File: src/rtl/cd_mult_seq_if.sv
// cd_mult_seq_if
// Operand/result handshake bundle for the iterative carry-disregard
// multiplier.
//   in_valid/in_ready  : operand handshake (master -> slave)
//   in_a, in_b         : multiplicand (WA bits) and multiplier (WB bits), unsigned
//   in_k               : carry-disregard column count K (KW bits)
//   out_valid/out_ready: result handshake (slave -> master)
//   out_r              : approximate product (WA+WB bits)
//   busy               : slave is running or holding a result
// master = producer/consumer side, slave = the multiplier.
interface cd_mult_seq_if #(
  parameter int WA = 8,
  parameter int WB = 4,
  parameter int KW = $clog2(WA + WB + 1)
);
  logic              in_valid;
  logic              in_ready;
  logic [WA-1:0]     in_a;
  logic [WB-1:0]     in_b;
  logic [KW-1:0]     in_k;
  logic              out_valid;
  logic              out_ready;
  logic [WA+WB-1:0]  out_r;
  logic              busy;

  modport master (
    output in_valid, in_a, in_b, in_k, out_ready,
    input  in_ready, out_valid, out_r, busy
  );

  modport slave (
    input  in_valid, in_a, in_b, in_k, out_ready,
    output in_ready, out_valid, out_r, busy
  );
endinterface

File: src/rtl/cd_mult_seq.sv
// cd_mult_seq
// Iterative carry-disregard approximate multiplier. One partial-product
// row (one bit of B) is accumulated per cycle. Columns below K combine by
// XOR (carries dropped); columns K and above add with full carry, with
// zero carry-in at column K. K=0 gives the exact product, K>=N pure XOR.
// Ports:
//   clk   : clock, all state changes on rising edge
//   rst_n : synchronous active-low reset
//   bus   : cd_mult_seq_if.slave (operand/result handshake, busy)
// Parameters: WA, WB operand widths; KW width of K; EARLY_EXIT stops the
// row loop once no set B bits remain.
module cd_mult_seq #(
  parameter int WA         = 8,
  parameter int WB         = 4,
  parameter int KW         = $clog2(WA + WB + 1),
  parameter int EARLY_EXIT = 0
) (
  input logic          clk,
  input logic          rst_n,
  cd_mult_seq_if.slave bus
);
  localparam int N  = WA + WB;
  localparam int IW = (WB > 1) ? $clog2(WB) : 1;
  localparam logic [N:0] ONE_WIDE = {{N{1'b0}}, 1'b1};

  typedef enum logic [1:0] {
    IDLE = 2'd0,
    RUN  = 2'd1,
    DONE = 2'd2
  } state_t;

  state_t        state, state_next;
  logic [WA-1:0] a_reg, a_next;
  logic [WB-1:0] b_reg, b_next;
  logic [KW-1:0] k_reg, k_next;
  logic [N-1:0]  acc, acc_next;
  logic [IW-1:0] idx, idx_next;
  logic          out_valid, out_valid_next;
  logic [N-1:0]  out_r, out_r_next;

  logic [KW-1:0] k_eff;
  logic [N-1:0]  pp;
  logic [N-1:0]  low_mask;
  logic [N-1:0]  hi_sum;
  logic [N-1:0]  row_sum;
  logic [IW:0]   idx_inc;
  logic          last_row;

  // K larger than the product width behaves exactly like K=N.
  assign k_eff = (bus.in_k > KW'(N)) ? KW'(N) : bus.in_k;

  // Row datapath: low K columns XOR, upper columns are one aligned add
  // whose carry-in is zero because the low part never feeds it.
  always_comb begin
    pp       = b_reg[idx] ? ({{WB{1'b0}}, a_reg} << idx) : '0;
    low_mask = N'((ONE_WIDE << k_reg) - ONE_WIDE);
    hi_sum   = (acc >> k_reg) + (pp >> k_reg);
    row_sum  = ((acc ^ pp) & low_mask) | (hi_sum << k_reg);
  end

  // idx_inc is one bit wider so idx=WB-1 does not wrap to zero before
  // the early-exit shift.
  assign idx_inc  = {1'b0, idx} + {{IW{1'b0}}, 1'b1};
  assign last_row = (idx == IW'(WB - 1)) ||
                    ((EARLY_EXIT != 0) && ((b_reg >> idx_inc) == '0));

  always_comb begin
    state_next     = state;
    a_next         = a_reg;
    b_next         = b_reg;
    k_next         = k_reg;
    acc_next       = acc;
    idx_next       = idx;
    out_valid_next = out_valid;
    out_r_next     = out_r;
    case (state)
      IDLE: begin
        if (bus.in_valid) begin
          a_next     = bus.in_a;
          b_next     = bus.in_b;
          k_next     = k_eff;
          acc_next   = '0;
          idx_next   = '0;
          state_next = RUN;
        end
      end
      RUN: begin
        acc_next = row_sum;
        idx_next = idx + IW'(1);
        if (last_row) begin
          out_valid_next = 1'b1;
          out_r_next     = row_sum;
          state_next     = DONE;
        end
      end
      DONE: begin
        if (bus.out_ready) begin
          out_valid_next = 1'b0;
          state_next     = IDLE;
        end
      end
      default: begin
        state_next     = IDLE;
        out_valid_next = 1'b0;
      end
    endcase
  end

  always_ff @(posedge clk) begin
    if (!rst_n) begin
      state     <= IDLE;
      a_reg     <= '0;
      b_reg     <= '0;
      k_reg     <= '0;
      acc       <= '0;
      idx       <= '0;
      out_valid <= 1'b0;
      out_r     <= '0;
    end else begin
      state     <= state_next;
      a_reg     <= a_next;
      b_reg     <= b_next;
      k_reg     <= k_next;
      acc       <= acc_next;
      idx       <= idx_next;
      out_valid <= out_valid_next;
      out_r     <= out_r_next;
    end
  end

  assign bus.in_ready  = (state == IDLE);
  assign bus.busy      = (state == RUN) || (state == DONE);
  assign bus.out_valid = out_valid;
  assign bus.out_r     = out_r;
endmodule

File: src/flat_wrapper.sv
// flat-port wrapper written by rule: the top's interface ports become plain ports
module cd_mult_seq_flat 
#(
  parameter int WA         = 8,
  parameter int WB         = 4,
  parameter int KW         = $clog2(WA + WB + 1),
  parameter int EARLY_EXIT = 0
)
  (clk, rst_n, bus_in_valid, bus_in_a, bus_in_b, bus_in_k, bus_out_ready, bus_in_ready, bus_out_valid, bus_out_r, bus_busy);
  cd_mult_seq_if #(.WA(WA), .WB(WB), .KW(KW)) bus_i ();
  input logic clk;
  input logic rst_n;
  input wire logic [$bits(bus_i.in_valid)-1:0] bus_in_valid;
  input wire logic [$bits(bus_i.in_a)-1:0] bus_in_a;
  input wire logic [$bits(bus_i.in_b)-1:0] bus_in_b;
  input wire logic [$bits(bus_i.in_k)-1:0] bus_in_k;
  input wire logic [$bits(bus_i.out_ready)-1:0] bus_out_ready;
  output wire logic [$bits(bus_i.in_ready)-1:0] bus_in_ready;
  output wire logic [$bits(bus_i.out_valid)-1:0] bus_out_valid;
  output wire logic [$bits(bus_i.out_r)-1:0] bus_out_r;
  output wire logic [$bits(bus_i.busy)-1:0] bus_busy;
  assign bus_i.in_valid = bus_in_valid;
  assign bus_i.in_a = bus_in_a;
  assign bus_i.in_b = bus_in_b;
  assign bus_i.in_k = bus_in_k;
  assign bus_i.out_ready = bus_out_ready;
  assign bus_in_ready = bus_i.in_ready;
  assign bus_out_valid = bus_i.out_valid;
  assign bus_out_r = bus_i.out_r;
  assign bus_busy = bus_i.busy;
  cd_mult_seq #(.WA(WA), .WB(WB), .KW(KW), .EARLY_EXIT(EARLY_EXIT)) u_core (.clk(clk), .rst_n(rst_n), .bus(bus_i));
endmodule
File: config.mk
export PLATFORM = sky130hd
export DESIGN_NAME = cd_mult_seq_flat
export DESIGN_NICKNAME = d
export VERILOG_FILES = /design/src/rtl/cd_mult_seq_if.sv /design/src/rtl/cd_mult_seq.sv /design/src/flat_wrapper.sv
export SDC_FILE = /design/constraint.sdc
export NUM_CORES = 1
export LEC_CHECK = 0
export BUFFER_PORTS_ARGS = -buffer_cell sky130_fd_sc_hd__buf_2
export CORE_UTILIZATION = 53
export CTS_CLUSTER_DIAMETER = 50
export DETAILED_ROUTE_END_ITERATION = 8
export PLACE_DENSITY = 0.76
export SETUP_SLACK_MARGIN = 0.4
export SLEW_MARGIN = 40
export SYNTH_ARGS = -nofsm -noshare
export SYNTH_HDL_FRONTEND = slang
export SYNTH_SLANG_ARGS = --single-unit
export TNS_END_PERCENT = 1
File: constraint.sdc
create_clock -name clk -period 4 [get_ports clk]
set_clock_uncertainty 0.1 [all_clocks]
set_input_delay 0.8 -clock clk [delete_from_list [all_inputs] [get_ports clk]]
set_output_delay 0.8 -clock clk [all_outputs]
set_load 0.01 [all_outputs]
Word-level counts from Yosys, hierarchy flattened
Cells that the tools add are included.
W data, S select, Z words.
{ "word_totals": {"reg_bits": 45, "latchBits": 0, "ram_bits": 0, "romBits": 0, "inputBits": 20, "out_inout_bits": 15, "mem_count": 0} }
{ "op_classes": {"n_addsub": 3, "multipliers": 0, "div_mod_pow": 0, "magnitude_cmp": 2, "eq_ne": 6, "shifts": 5, "mux": 15, "bitwise": 4, "n_reduce_logical": 8} }
{ "ops": {"columns": ["op", "n"], "rows": [
  ["$mux W12", 2],
  ["$pmux W12 S2", 1],
  ["$shr A12 B4 Y12", 2],
  ["$add A12 B12 Y12", 1],
  ["$and A12 B12 Y12", 1],
  ["$or A12 B12 Y12", 1],
  ["$shl A1 B4 Y12 const A", 1],
  ["$shl A12 B4 Y12", 1],
  ["$shl A8 B2 Y12", 1],
  ["$sub A12 B1 Y12 const B", 1],
  ["$xor A12 B12 Y12", 1],
  ["$mux W2", 4],
  ["$pmux W2 S3", 1],
  ["$reduce_and A2 Y1", 3],
  ["$reduce_and A3 Y1", 2],
  ["$eq A2 B2 Y1 const B", 2],
  ["$gt A4 B4 Y1 const B", 1],
  ["$mux W4", 1],
  ["$ne A2 B2 Y1 const B", 2],
  ["$pmux W2 S2", 1],
  ["$lt A2 B3 Y1 const B", 1],
  ["$mux W1", 3],
  ["$pmux W1 S3", 1],
  ["$add A2 B1 Y2 const B", 1],
  ["other kinds (7)", 7]
]} }

Longest topological paths before layout
{ "depth": {"word_depth": 8, "depth_mapped": 20} }

Least setup slack after synthesis
Ideal clock, no wire load.
{ "synth_path": {"path_type": "reg-to-reg", "startpoint": "reg u_core.idx[1]", "endpoint": "reg u_core.acc[11]", "setup_ns": 0.070, "arrival_ns": 3.879, "path_slack_ns": -0.049, "stages_incl_launch_ff": 19, "path_cell_list": "dfxtp_1 -> buf_2 -> mux2_2 -> o211ai_1 -> nor2_1 -> a31oi_1 -> a21oi_1 -> a21oi_1 -> o22ai_1 -> ha_1 -> fa_1 -> a21o_1 -> a21oi_1 -> xnor2_1 -> mux2i_1 -> a2111o_1 -> a32oi_1 -> o211ai_1 -> a21boi_1"} }
{ "synth_between": {"elab_chain_len": 8, "word_cells_on_any_way": 11, "cone_classes": "1 x add/sub; 3 x shift; 4 x mux; 3 x bitwise"} }
{ "synth_lines": {"columns": ["item", "line_no", "text"], "rows": [
  ["start: declaration", "cd_mult_seq.sv:37", "logic [IW-1:0] idx, idx_next;"],
  ["start signal: assignment", "cd_mult_seq.sv:125", "idx <= idx_next;"],
  ["$bmux W1 S2", "cd_mult_seq.sv:55", "pp = b_reg[idx] ? ({{WB{1'b0}}, a_reg} << idx) : '0;"],
  ["$mux W1 (implied by the code)", "cd_mult_seq.sv:55", null],
  ["$mux W12 (*)", "cd_mult_seq.sv:55", null],
  ["$shr A12 B4 Y12", "cd_mult_seq.sv:57", "hi_sum = (acc >> k_reg) + (pp >> k_reg);"],
  ["$add A12 B12 Y12", "cd_mult_seq.sv:57", null],
  ["$shl A12 B4 Y12", "cd_mult_seq.sv:58", "row_sum = ((acc ^ pp) & low_mask) | (hi_sum << k_reg);"],
  ["$or A12 B12 Y12 (*)", "cd_mult_seq.sv:58", null],
  ["$pmux W12 S2 (*)", "cd_mult_seq.sv:76", "case (state)"],
  ["end signal: assignment", "cd_mult_seq.sv:124", "acc <= acc_next;"],
  ["end: declaration", "cd_mult_seq.sv:36", "logic [N-1:0] acc, acc_next;"]
]} }
Mark *: on every way between the ends. The rest lies on a longest branch, timed or not. The select of a mux whose other input is x is not followed.
A chain may end at the register's enable or synchronous reset.

Worst setup path after layout
{ "layout_path": {"startpoint": "reg u_core.idx[0]", "endpoint": "reg u_core.acc[11]"} }
Same word-level chain as after synthesis.

==> reports/results.tsv <==
metric	value	unit
crit end category	flop	
largest family of logic cells by synthesized area	compound AO/OA/AOI/OAI gates	
r2r startpoint	u_core.idx[0]	
Area Overhead vs Synth	20.9	%
Vias	4707	
PortBufs	34	
Worst Hold Path EP	u_core.bus.out_r[7]	
Worst path slowest cell	mux4_2	
Synth Area in Adders	5.16	%
FF+latch count, synth	45	
Root Driver	clkbuf_8	
clk buf depth	2	
Ports	35	
Clk pin slew, worst setup/hold paths	0.09	ns
most frequent CP cell	a21oi_2	
Pleak	2.09	nW
internal cell power	987	µW
CP max stage delay	0.58	ns
hpwl dp	10200	µm
WL/cell	17.9	µm
number of synthesized flops with an enable pin	0	
final setup margin	-0.246	ns
Synth Area in Compound Gates	27.3	%
maximum clock frequency	235	MHz
final WL	13500	µm
top cell type's share of synthesized area	21.1	%
Hold Crit Start	u_core.bus.out_r[7]	
Die Area	0.00841	mm²
final hold vios	0	
Hold WC Path Type	reg2reg	
layout net count	691	
syn_nets	627	
total global routing track utilization	32.2	%
Seq/Total Area, Yosys	21.1	%
clk_lat worst skew	0.30	ns
share of layout cells above drive strength 1	25.5	%
H-tree levels	2	
Hold Path Stages	2	
Starting Density	54.9	%
Vias/cell	6.22	
first-pass GRT wire length	22000	µm
crit path kind	reg2reg	
ys async rst share	0	%
most common flop cell mapped by yosys	dfxtp_1	
sequential power share	31.2	%
switching share of power	39.2	%
Cell variety after synth	64	
core area	0.00777	mm²
gr ovfl total	0	
vias in the first global route	4410	
antenna violations before repair	0	
Post-Synthesis Cells	590	
Max Transition Viols Final	0	
CTS Buf Count	5	
Initial DRC Count	380	
Final ANT Viol Nets	0	
most frequent cells in the layout	95 x nand2_1, 69 x buf_4, 55 x nor2_1	
ranking of synthesized cells by area	dfxtp_1 21%, nand2_1 8.4%, a21oi_1 5.7%	
post-synthesis simple-gate area fraction	24.1	%
Peak VDD IR	0.000270	V
cell area after synthesis	0.00427	mm²
Critical Path Start Type	flop	
power share of the combinational group	46.7	%
Clk pwr share	22.2	%
max-cap violations	0	
commonest non-fill, non-tap cell in the layout	nand2_1	
outcome	finished with violations	
worst hold slack	0.377	ns
DIE HEIGHT	91.7	µm
# clock sinks	45	
unrepaired setup endpoints after global routing	true	
Slew HR	48.9	%
Layout Utilization	66.4	%
time the worst path needs with I/O delays and setup	4.25	ns
synthesized-area fraction occupied by xor and xnor cells	4.11	%
synth warn	0	
Synth area leader	dfxtp_1	
CP Data Required Time	4.14	ns
CP cell instances	mux4_2 > o211ai_1 > nor2_1 > a31oi_2 > a21oi_2 > a21oi_2 > o22ai_1 > ha_2 > fa_2 > a21o_1 > a21oi_2 > xnor2_2 > mux2i_1 > a2111o_1 > a32oi_2 > o211ai_1 > a21boi_1	
Worst Reg-to-Reg Cells	17	
DR pass1 iterations	5	
mean area per synthesized cell	7.23	µm²
pwr dens	315	mW/mm²
Psw	637	µW
DR DRC count	0	
r2r endpoint	u_core.acc[11]	
Register-to-Register Setup Slack	-0.25	ns
die span in x	91.7	µm
crit path max fanout	7	
Place WS	-0.305	ns
crit share post-route	106	%
Finish-stage setup viols	17	
measured slew at the worst slew-check pin	0.763	ns
GPL Wtd Cong	1.02	
failing checks	negative setup slack	
CP arrival	4.38	ns
Placement Rows	32	
pin count of the biggest net entering global routing	47	
CTS tree	yes	
Post-CTS Hold Buffers	0	
Inserted Diodes	0	
post-synthesis mux area share	12.1	%
routing by layer:
metal,up-vias,share of wire (%),GRT usage [%]
met5,-,0,0
met4,0,3.3,13.2
met3,38,6.6,2.90
met2,232,47,53.4
met1,2202,43,43.2
li1,2235,-,-
critical path: cells and delay by family, from the launching register on:
kind,cells,cell delay (ns)
fa+ha+maj,2,0.62
simple gates,1,0.09
flops,1,0.39
compound gates,11,2.12
xor+xnor,1,0.16
mux,2,0.72
worst max-delay path by stage:
stage	cells after the start	endpoint	startpoint	slack (ns)
after floorplan	18	u_core.acc[11]	u_core.idx[1]	0.25
final	17	u_core.acc[11]	u_core.idx[0]	-0.25
after detailed placement	19	u_core.bus.out_r[7]	u_core.idx[0]	-0.31
after CTS	17	u_core.acc[11]	u_core.idx[0]	-0.14
after global placement	18	u_core.bus.out_r[7]	u_core.idx[0]	-0.32
after global routing	17	u_core.acc[11]	u_core.idx[0]	-0.47
area by class of cell:
| cell class | count | area, µm² |
|---|---|---|
| timing repair buffer | 104 | 708 |
| inverter | 13 | 48.8 |
| tap | 102 | 128 |
| multi-input combinational | 485 | 3250 |
| clock inverter | 2 | 36.3 |
| sequential | 45 | 907 |
| fill | 698 | 2610 |
| clock buffer | 6 | 82.6 |
repair_timing:
action	CTS	global route
buffers inserted	0	5
gates resized for setup	15	13
setup endpoints to repair	20	22
pin swaps	3	13
cells by family (layout without fill, tap and decap cells):
logic type,count (synthesis),after routing
AOI/OAI and AO/OA,180,180
and+or+nand+nor,230,230
xor gates and xnor gates,20,20
adders and majority gates,17,17
muxes,38,38
buffers and inverters,60,125
DFF,45,45
power groups by stage:
stage	clock (mW)	sequential (mW)	combinational [mW]
4_1_cts	0.363	0.505	0.715
3_5_place_dp	0	0.516	0.687
3_3_place_gp	0	0.515	0.674
6_report	0.360	0.506	0.758
5_1_grt	0.378	0.510	0.817
2_1_floorplan	0	0.504	0.473
synthesized netlist by cell type (all sizes together), types with 9 or more instances:
cell	number
a21boi	20
a21oi	50
and2	11
buf	16
clkbuf	31
dfxtp	45
ha	16
inv	12
mux2i	21
mux4	10
nand2	96
nand3	19
nor2	57
nor2b	12
nor3	13
o21ai	39
xnor2	11
xor2	9
per-stage QoR:
stage	instance area [µm²]	TNS (ns)	power (mW)	std cells
2_1_floorplan	4300	0	0.977	590
3_3_place_gp	4870	-1.09	1.19	744
3_5_place_dp	4870	-2.20	1.20	744
4_1_cts	5070	-0.926	1.58	752
5_1_grt	5160	-6.03	1.70	757
6_report	5160	-2.31	1.62	757
(Power assumes the default switching activity.)
